--- src/rtl/sar_bias_pkg.sv ---
// Shared types and constants for the SAR bias controller.
// Optional feature macro: SAR_BIAS_AVG_EN (3-sample majority decision per bit).
package sar_bias_pkg;

   localparam int unsigned CODE_W = 8;
   localparam int unsigned IDAC_W = 4;
   localparam int unsigned BIT_W  = 3;

`ifdef SAR_BIAS_AVG_EN
   localparam int unsigned SAMPLE_CYCLES = 3;
`else
   localparam int unsigned SAMPLE_CYCLES = 1;
`endif

   typedef enum logic [2:0] {
      IDLE,
      RESET,
      SETTLE,
      SAMPLE,
      DONE
   } sar_state_e;

   localparam logic [CODE_W-1:0] IB_RST    = 8'h7F;
   localparam logic [CODE_W-1:0] IBF_RST   = 8'h00;
   localparam logic [CODE_W-1:0] DIODE_RST = 8'hFF;
   localparam logic [IDAC_W-1:0] IDAC_RST  = 4'h6;

   // Larger of two unsigned values, for elaboration-time sizing.
   function automatic int unsigned max2(input int unsigned a, input int unsigned b);
      return (a > b) ? a : b;
   endfunction

endpackage

--- src/rtl/sar_bias_ctrl_if.sv ---
// Test-wrapper side of the SAR bias controller: start/abort, static trims, status.
interface sar_bias_ctrl_if;
   import sar_bias_pkg::*;

   logic              start_i;
   logic              abort_i;
   logic [CODE_W-1:0] cfg_ibf_i;
   logic [CODE_W-1:0] cfg_diode_i;
   logic [IDAC_W-1:0] cfg_idac_i;
   logic              busy_o;
   logic              done_o;
   logic [CODE_W-1:0] result_o;

   modport master (
      output start_i, abort_i, cfg_ibf_i, cfg_diode_i, cfg_idac_i,
      input  busy_o, done_o, result_o
   );

   modport slave (
      input  start_i, abort_i, cfg_ibf_i, cfg_diode_i, cfg_idac_i,
      output busy_o, done_o, result_o
   );

endinterface

--- src/rtl/sar_bias_timer.sv ---
// Loadable down-counter shared by the RESET, SETTLE and SAMPLE phases.
module sar_bias_timer #(
   parameter int unsigned CNT_W = 5
) (
   input  logic             clk,
   input  logic             reset_n,
   input  logic             load,
   input  logic [CNT_W-1:0] load_val,
   input  logic             count,
   output logic             zero
);

   logic [CNT_W-1:0] cnt;

   // Load has priority; counting saturates at zero.
   always_ff @(posedge clk or negedge reset_n) begin
      if (!reset_n)
         cnt <= '0;
      else if (load)
         cnt <= load_val;
      else if (count && (cnt != '0))
         cnt <= cnt - CNT_W'(1);
   end

   assign zero = (cnt == '0);

endmodule

--- src/rtl/sar_bias_ctrl.sv ---
// Successive-approximation search of the ib bias code with per-trial analog reset.
// Optional feature macro: SAR_BIAS_AVG_EN (3-sample majority decision per bit).
module sar_bias_ctrl
   import sar_bias_pkg::*;
#(
   parameter int unsigned RES_CYCLES    = 4,
   parameter int unsigned SETTLE_CYCLES = 16
) (
   input  logic              clk,
   input  logic              reset_n,
   sar_bias_ctrl_if.slave    bus,
   input  logic              cmp_i,
   output logic [CODE_W-1:0] ib,
   output logic [CODE_W-1:0] ibf,
   output logic              res_n,
   output logic [CODE_W-1:0] diode,
   output logic [IDAC_W-1:0] idac_o
);

   localparam int unsigned CNT_MAX = max2(max2(RES_CYCLES, SETTLE_CYCLES), SAMPLE_CYCLES);
   localparam int unsigned CNT_W   = $clog2(CNT_MAX + 1);
   localparam logic [CNT_W-1:0] RES_LOAD    = CNT_W'(RES_CYCLES - 1);
   localparam logic [CNT_W-1:0] SETTLE_LOAD = CNT_W'(SETTLE_CYCLES - 1);
   localparam logic [CNT_W-1:0] SAMPLE_LOAD = CNT_W'(SAMPLE_CYCLES - 1);

   sar_state_e        state, state_nxt;
   logic [CODE_W-1:0] code_q, code_nxt;
   logic [BIT_W-1:0]  bit_q, bit_nxt;
   logic [CODE_W-1:0] ib_nxt, ibf_nxt, diode_nxt, result_nxt;
   logic [IDAC_W-1:0] idac_nxt;
   logic              res_n_nxt, busy_nxt, done_nxt;
   logic              t_load, t_count, t_zero;
   logic [CNT_W-1:0]  t_val;
   logic              dec_c;
   logic [CODE_W-1:0] trial_mask_c, next_mask_c, code_dec_c;

   sar_bias_timer #(.CNT_W(CNT_W)) u_timer (
      .clk      (clk),
      .reset_n  (reset_n),
      .load     (t_load),
      .load_val (t_val),
      .count    (t_count),
      .zero     (t_zero)
   );

`ifdef SAR_BIAS_AVG_EN
   logic [1:0] smp_q, smp_nxt;

   // Majority of the two earlier samples and the final one.
   assign dec_c = (smp_q[1] & smp_q[0]) | (smp_q[1] & cmp_i) | (smp_q[0] & cmp_i);

   // Sample history for the majority vote.
   always_ff @(posedge clk or negedge reset_n) begin
      if (!reset_n) smp_q <= '0;
      else          smp_q <= smp_nxt;
   end
`else
   assign dec_c = cmp_i;
`endif

   assign trial_mask_c = CODE_W'(1) << bit_q;
   assign next_mask_c  = CODE_W'(1) << (bit_q - BIT_W'(1));
   assign code_dec_c   = code_q | (dec_c ? trial_mask_c : '0);

   // State register.
   always_ff @(posedge clk or negedge reset_n) begin
      if (!reset_n) state <= IDLE;
      else          state <= state_nxt;
   end

   // Next-state logic; abort wins over everything outside IDLE.
   always_comb begin
      state_nxt = state;
      if ((state != IDLE) && bus.abort_i) begin
         state_nxt = IDLE;
      end else begin
         case (state)
            IDLE:    if (bus.start_i && !bus.abort_i) state_nxt = RESET;
            RESET:   if (t_zero) state_nxt = SETTLE;
            SETTLE:  if (t_zero) state_nxt = SAMPLE;
            SAMPLE:  if (t_zero) state_nxt = (bit_q == '0) ? DONE : RESET;
            DONE:    state_nxt = IDLE;
            default: state_nxt = IDLE;
         endcase
      end
   end

   // Next values of the registered outputs, working code and timer controls.
   always_comb begin
      ib_nxt     = ib;
      ibf_nxt    = ibf;
      diode_nxt  = diode;
      idac_nxt   = idac_o;
      res_n_nxt  = res_n;
      busy_nxt   = bus.busy_o;
      done_nxt   = 1'b0;
      result_nxt = bus.result_o;
      code_nxt   = code_q;
      bit_nxt    = bit_q;
      t_load     = 1'b0;
      t_val      = '0;
      t_count    = 1'b0;
`ifdef SAR_BIAS_AVG_EN
      smp_nxt    = smp_q;
`endif
      if ((state != IDLE) && bus.abort_i) begin
         ib_nxt    = IB_RST;
         res_n_nxt = 1'b1;
         busy_nxt  = 1'b0;
      end else begin
         case (state)
            IDLE: begin
               if (bus.start_i && !bus.abort_i) begin
                  ibf_nxt   = bus.cfg_ibf_i;
                  diode_nxt = bus.cfg_diode_i;
                  idac_nxt  = bus.cfg_idac_i;
                  code_nxt  = '0;
                  bit_nxt   = BIT_W'(CODE_W - 1);
                  ib_nxt    = CODE_W'(1) << (CODE_W - 1);
                  res_n_nxt = 1'b0;
                  busy_nxt  = 1'b1;
                  t_load    = 1'b1;
                  t_val     = RES_LOAD;
               end
            end
            RESET: begin
               if (t_zero) begin
                  res_n_nxt = 1'b1;
                  t_load    = 1'b1;
                  t_val     = SETTLE_LOAD;
               end else begin
                  t_count = 1'b1;
               end
            end
            SETTLE: begin
               if (t_zero) begin
                  t_load = 1'b1;
                  t_val  = SAMPLE_LOAD;
               end else begin
                  t_count = 1'b1;
               end
            end
            SAMPLE: begin
               if (t_zero) begin
                  code_nxt = code_dec_c;
                  if (bit_q == '0) begin
                     ib_nxt     = code_dec_c;
                     result_nxt = code_dec_c;
                     done_nxt   = 1'b1;
                  end else begin
                     bit_nxt   = bit_q - BIT_W'(1);
                     ib_nxt    = code_dec_c | next_mask_c;
                     res_n_nxt = 1'b0;
                     t_load    = 1'b1;
                     t_val     = RES_LOAD;
                  end
               end else begin
                  t_count = 1'b1;
`ifdef SAR_BIAS_AVG_EN
                  smp_nxt = {smp_q[0], cmp_i};
`endif
               end
            end
            DONE:    busy_nxt = 1'b0;
            default: ;
         endcase
      end
   end

   // Output and datapath registers.
   always_ff @(posedge clk or negedge reset_n) begin
      if (!reset_n) begin
         ib           <= IB_RST;
         ibf          <= IBF_RST;
         diode        <= DIODE_RST;
         idac_o       <= IDAC_RST;
         res_n        <= 1'b1;
         bus.busy_o   <= 1'b0;
         bus.done_o   <= 1'b0;
         bus.result_o <= '0;
         code_q       <= '0;
         bit_q        <= '0;
      end else begin
         ib           <= ib_nxt;
         ibf          <= ibf_nxt;
         diode        <= diode_nxt;
         idac_o       <= idac_nxt;
         res_n        <= res_n_nxt;
         bus.busy_o   <= busy_nxt;
         bus.done_o   <= done_nxt;
         bus.result_o <= result_nxt;
         code_q       <= code_nxt;
         bit_q        <= bit_nxt;
      end
   end

endmodule

--- src/flat_wrapper.sv ---
// flat-port wrapper written by rule: the top's interface ports become plain ports
module sar_bias_ctrl_flat import sar_bias_pkg::*;
#(
   parameter int unsigned RES_CYCLES    = 4,
   parameter int unsigned SETTLE_CYCLES = 16
)
  (clk, reset_n, cmp_i, ib, ibf, res_n, diode, idac_o, bus_start_i, bus_abort_i, bus_cfg_ibf_i, bus_cfg_diode_i, bus_cfg_idac_i, bus_busy_o, bus_done_o, bus_result_o);
  sar_bias_ctrl_if bus_i ();
  input  logic clk;
  input  logic reset_n;
  input  logic cmp_i;
  output logic [CODE_W-1:0] ib;
  output logic [CODE_W-1:0] ibf;
  output logic res_n;
  output logic [CODE_W-1:0] diode;
  output logic [IDAC_W-1:0] idac_o;
  input wire logic [$bits(bus_i.start_i)-1:0] bus_start_i;
  input wire logic [$bits(bus_i.abort_i)-1:0] bus_abort_i;
  input wire logic [$bits(bus_i.cfg_ibf_i)-1:0] bus_cfg_ibf_i;
  input wire logic [$bits(bus_i.cfg_diode_i)-1:0] bus_cfg_diode_i;
  input wire logic [$bits(bus_i.cfg_idac_i)-1:0] bus_cfg_idac_i;
  output wire logic [$bits(bus_i.busy_o)-1:0] bus_busy_o;
  output wire logic [$bits(bus_i.done_o)-1:0] bus_done_o;
  output wire logic [$bits(bus_i.result_o)-1:0] bus_result_o;
  assign bus_i.start_i = bus_start_i;
  assign bus_i.abort_i = bus_abort_i;
  assign bus_i.cfg_ibf_i = bus_cfg_ibf_i;
  assign bus_i.cfg_diode_i = bus_cfg_diode_i;
  assign bus_i.cfg_idac_i = bus_cfg_idac_i;
  assign bus_busy_o = bus_i.busy_o;
  assign bus_done_o = bus_i.done_o;
  assign bus_result_o = bus_i.result_o;
  sar_bias_ctrl #(.RES_CYCLES(RES_CYCLES), .SETTLE_CYCLES(SETTLE_CYCLES)) u_core (.clk(clk), .reset_n(reset_n), .bus(bus_i), .cmp_i(cmp_i), .ib(ib), .ibf(ibf), .res_n(res_n), .diode(diode), .idac_o(idac_o));
endmodule
--- config.mk ---
export PLATFORM = sky130hd
export DESIGN_NAME = sar_bias_ctrl_flat
export DESIGN_NICKNAME = d
export VERILOG_FILES = /design/src/rtl/sar_bias_pkg.sv /design/src/rtl/sar_bias_ctrl_if.sv /design/src/rtl/sar_bias_timer.sv /design/src/rtl/sar_bias_ctrl.sv /design/src/flat_wrapper.sv
export SDC_FILE = /design/constraint.sdc
export NUM_CORES = 1
export LEC_CHECK = 0
export BUFFER_PORTS_ARGS = -buffer_cell sky130_fd_sc_hd__buf_4
export CAP_MARGIN = 40
export CORE_MARGIN = 8
export CORE_UTILIZATION = 50
export CTS_BUF_LIST = sky130_fd_sc_hd__clkbuf_16
export DETAILED_ROUTE_END_ITERATION = 6
export GPL_ROUTABILITY_DRIVEN = 0
export PLACE_DENSITY_LB_ADDON = 0.1
export SYNTH_ARGS = -nofsm -noshare
export SYNTH_HDL_FRONTEND = slang
export SYNTH_SLANG_ARGS = --single-unit
--- constraint.sdc ---
create_clock -name clk -period 2.6 [get_ports clk]
set_input_delay 0.52 -clock clk [delete_from_list [all_inputs] [get_ports clk]]
set_output_delay 0.52 -clock clk [all_outputs]
set_load 0.05 [all_outputs]
==> impl_results.md <==
* Cells after Synth at 286
* Vias/cell at 5.35
* Relative slew slack at 0.522
* Die Wd at 90.5 um
* Met3 wire len at 456 um
* Final slew viol count at 0
* Status: finished clean
* Ant. Diodes at 0
* Wl on met1 at 2890 um
* Initial antenna violation count at 0
* Final hold violations at 0
* Root Buffer: clkbuf_16
* Router iterations before antenna repair at 4
* Total CTS buffers at 9
* Area post-placement at 3290 um^2
* Clock latency on the worst-skew pair at 0.33 ns
* Worst Setup End Kind: register
* GRT Util Overall at 0.165
* Final worst path period need at 2.11 ns
* Vias in the first global route at 2,268
* Seq cells post-synth at 58
* Largest net degree at the start of global routing at 59
* Worst Tran Pin Value at 0.717 ns
* EDFF count, synth at 0
* Max VDD drop at 0.709 mV
* CTS tree: built
* CTS-repair resized insts at 0
* RSZ-0062 raised after global routing: no
* Total Wirelength at 6480 um
* Post-DRT Antenna Nets at 0
* Mapped Nets at 319
* Die ar. at 8190 um^2
* Mean Syn Cell Area at 9.70 um^2
* Fin nets at 381
* P_int at 2500 uW
* Cells along the critical path: inv_1 -> ha_1 -> or4b_4 -> nor4_4 -> buf_4 -> nor2_1 -> a31oi_1
* Leak at 0.00169 uW
* Hold WC Path Type: in -> async
* Clk buf depth at 2
* Design area at 3560 um^2
* Final period utilization at 0.812
* Ys async rst share at 1.00
* Layout cell share with drive strength beyond 1 at 0.314
* Initial DRC count at 104
* Placed wire-length estimate at 4590 um
* Clk network pwr share at 0.239
* Startpoint Class: register
* Yosys warning count at 0
* Max Freq at 0.473 GHz
* Reg clk slew, reported paths at 0.05 ns
* GR Overflow Total at 0
* Seq pwr share at 0.328
* Hold_ws at 0.232 ns
* Io pins at 64
* Met2 Wirelength at 3030 um
* Comb pwr share at 0.433
* CTS Sinks at 58
* CP max stage delay at 0.57 ns
* Slowest-stage cell, CP: or4b_4
* Port bufs at 63
* Arr. time, crit path at 2.35 ns
* Htree depth at 3
* Post-synthesis sequential area ratio at 0.531
* Post-synth top flop: dfrtp_1
* Total negative slack at 0 ns
* FP Rows at 27
* Max-Cap Viols at 0
* Data required, critical path at 2.84 ns
* Pwr per Cell Area at 1230 nW/um^2
* P_sw at 1890 uW
* Post-CTS setup buffer count at 0
* Layout area overhead at 28.3%
* DRC at 0
* First-pass GRT wire length at 10,900 um
* Final setup fails at 0
* Worst Skew at 0.00610 ns
* Max FO, Critical Path at 15
* Setup CP Type: reg -> reg
* Starting Density at 0.510
* Crit-path leading delay family: simple AND/OR/NAND/NOR gates
* Max Used Layer: met4
* Cell variety after synth at 52
* Buf+Inv Stages, Crit Path at 2
* Die Y at 90.5 um
* Hold bufs inserted after CTS at 0
* Sw Ratio at 0.430
* Post-Syn Area at 2770 um^2
* Core area at 5440 um^2
* DR vias at 2,273
* Wire length per cell at 15.2 um
==> cells by family after synthesis <==
kind of cell	count (synthesis)	synth area share
DFF	58	0.531
AOI/OAI and AO/OA	65	0.162
muxes	4	0.0153
xor gates and xnor gates	3	0.00947
adders and majority gates	8	0.0361
and+or+nand+nor	121	0.200
buffers and inverters	27	0.0451
==> cells in the mapped netlist, types with 3 or more instances <==
master,count,share of area
o22ai_1,5,0.011
o21ai_0,4,0.0072
a31oi_1,9,0.020
o21ai_1,4,0.0072
nand2_1,67,0.091
inv_1,9,0.012
nand4_1,3,0.0068
a21oi_1,18,0.032
dfstp_2,18,0.17
nor2_1,23,0.031
and2_1,3,0.0068
nor3_1,4,0.0072
ha_1,8,0.036
nand3_1,4,0.0072
o22a_1,6,0.019
nor2b_1,4,0.0090
clkbuf_1,9,0.012
dfrtp_1,40,0.36
buf_2,4,0.0072
==> final timing paths <==
| check | cells past startpoint | slack (ns) | start | to |
|---|---|---|---|---|
| max reg2reg | 7 | 0.49 | u_core.u_timer.cnt[0]$_DFFE_PN0P_ | u_core.bus.result_o[3]$_DFFE_PN0P_ |
| max | 7 | 0.49 | u_core.u_timer.cnt[0]$_DFFE_PN0P_ | u_core.bus.result_o[3]$_DFFE_PN0P_ |
| max in group asynchronous | 1 | 1.87 | reset_n | u_core.u_timer.cnt[4]$_DFFE_PN0P_ |
| min | 1 | 0.23 | reset_n | u_core.ib[7]$_DFFE_PN0P_ |
| min in group clk | 3 | 0.38 | bus_cfg_ibf_i[4] | u_core.ibf[4]$_DFFE_PN0P_ |
| min reg2reg | 2 | 0.45 | u_core.diode[1]$_DFFE_PN1P_ | u_core.diode[1]$_DFFE_PN1P_ |
==> cell type report <==
type	instances	area, um^2
clock buffers	9	225
fillers	433	1880
repair buffers	68	510
flip-flops and latches	58	1470
well taps	72	90.1
clock inverters	7	46.3
multi-input cells	201	1170
inverters	10	37.5
==> sequential cells by signal, summed over array words and instances (netlist names) <==
signal / flops
u_core.bus.busy_o: 1
u_core.res_n: 1
u_core.ibf: 8
u_core.u_timer.cnt: 5
u_core.bus.done_o: 1
u_core.diode: 8
u_core.state: 3
u_core.bus.result_o: 8
u_core.bit_q: 3
u_core.code_q: 8
u_core.ib: 8
u_core.idac_o: 4
==> metrics by stage <==
| stage | power (uW) | instances | util | setup WS, ns |
|---|---|---|---|---|
| 2_1_floorplan | 2820 | 286 | - | 0.608 |
| 3_3_place_gp | 3340 | 409 | 0.604 | 0.550 |
| 3_5_place_dp | 3360 | 409 | 0.604 | 0.487 |
| 4_1_cts | 4420 | 425 | 0.654 | 0.473 |
| 5_1_grt | 4630 | 425 | 0.654 | 0.301 |
| 6_report | 4380 | 425 | 0.654 | 0.488 |
==> power groups by stage <==
stage,registers [uW],clock network [uW],logic (uW)
after floorplan,2200,0,616
after global placement,1440,0,1900
after detailed placement,1450,0,1910
after CTS,1440,1070,1920
after global routing,1480,1110,2030
final,1440,1050,1900
==> cell usage in the layout (no fill, tap or decap), types with 2 or more instances in the layout <==
cell type    n
buf_4       68
nand2_1     67
dfrtp_1     40
nor2_1      23
a21oi_1     18
dfstp_2     18
inv_1        9
a31oi_1      9
clkbuf_16    9
ha_1         8
o22a_1       6
o22ai_1      5
o21ai_1      4
nor2b_1      4
nor3_1       4
nand3_1      4
o21ai_0      4
nand4_1      3
and2_1       3
nand2b_1     2
and3_1       2
mux2i_1      2
a21oi_2      2
xnor2_1      2
o2bb2ai_1    2
a211oi_1     2
a2111oi_0    2
o221ai_2     2
o21a_1       2
clkinv_4     2
clkinvlp_4   2
clkinv_2     2
==> metal layers <==
metal,vias up,GRT usage
li1,1118,-
met5,-,0
met3,9,0.0715
met1,1094,0.204
met2,52,0.246
met4,0,0.0680
Power figures use the tool's default switching activity.
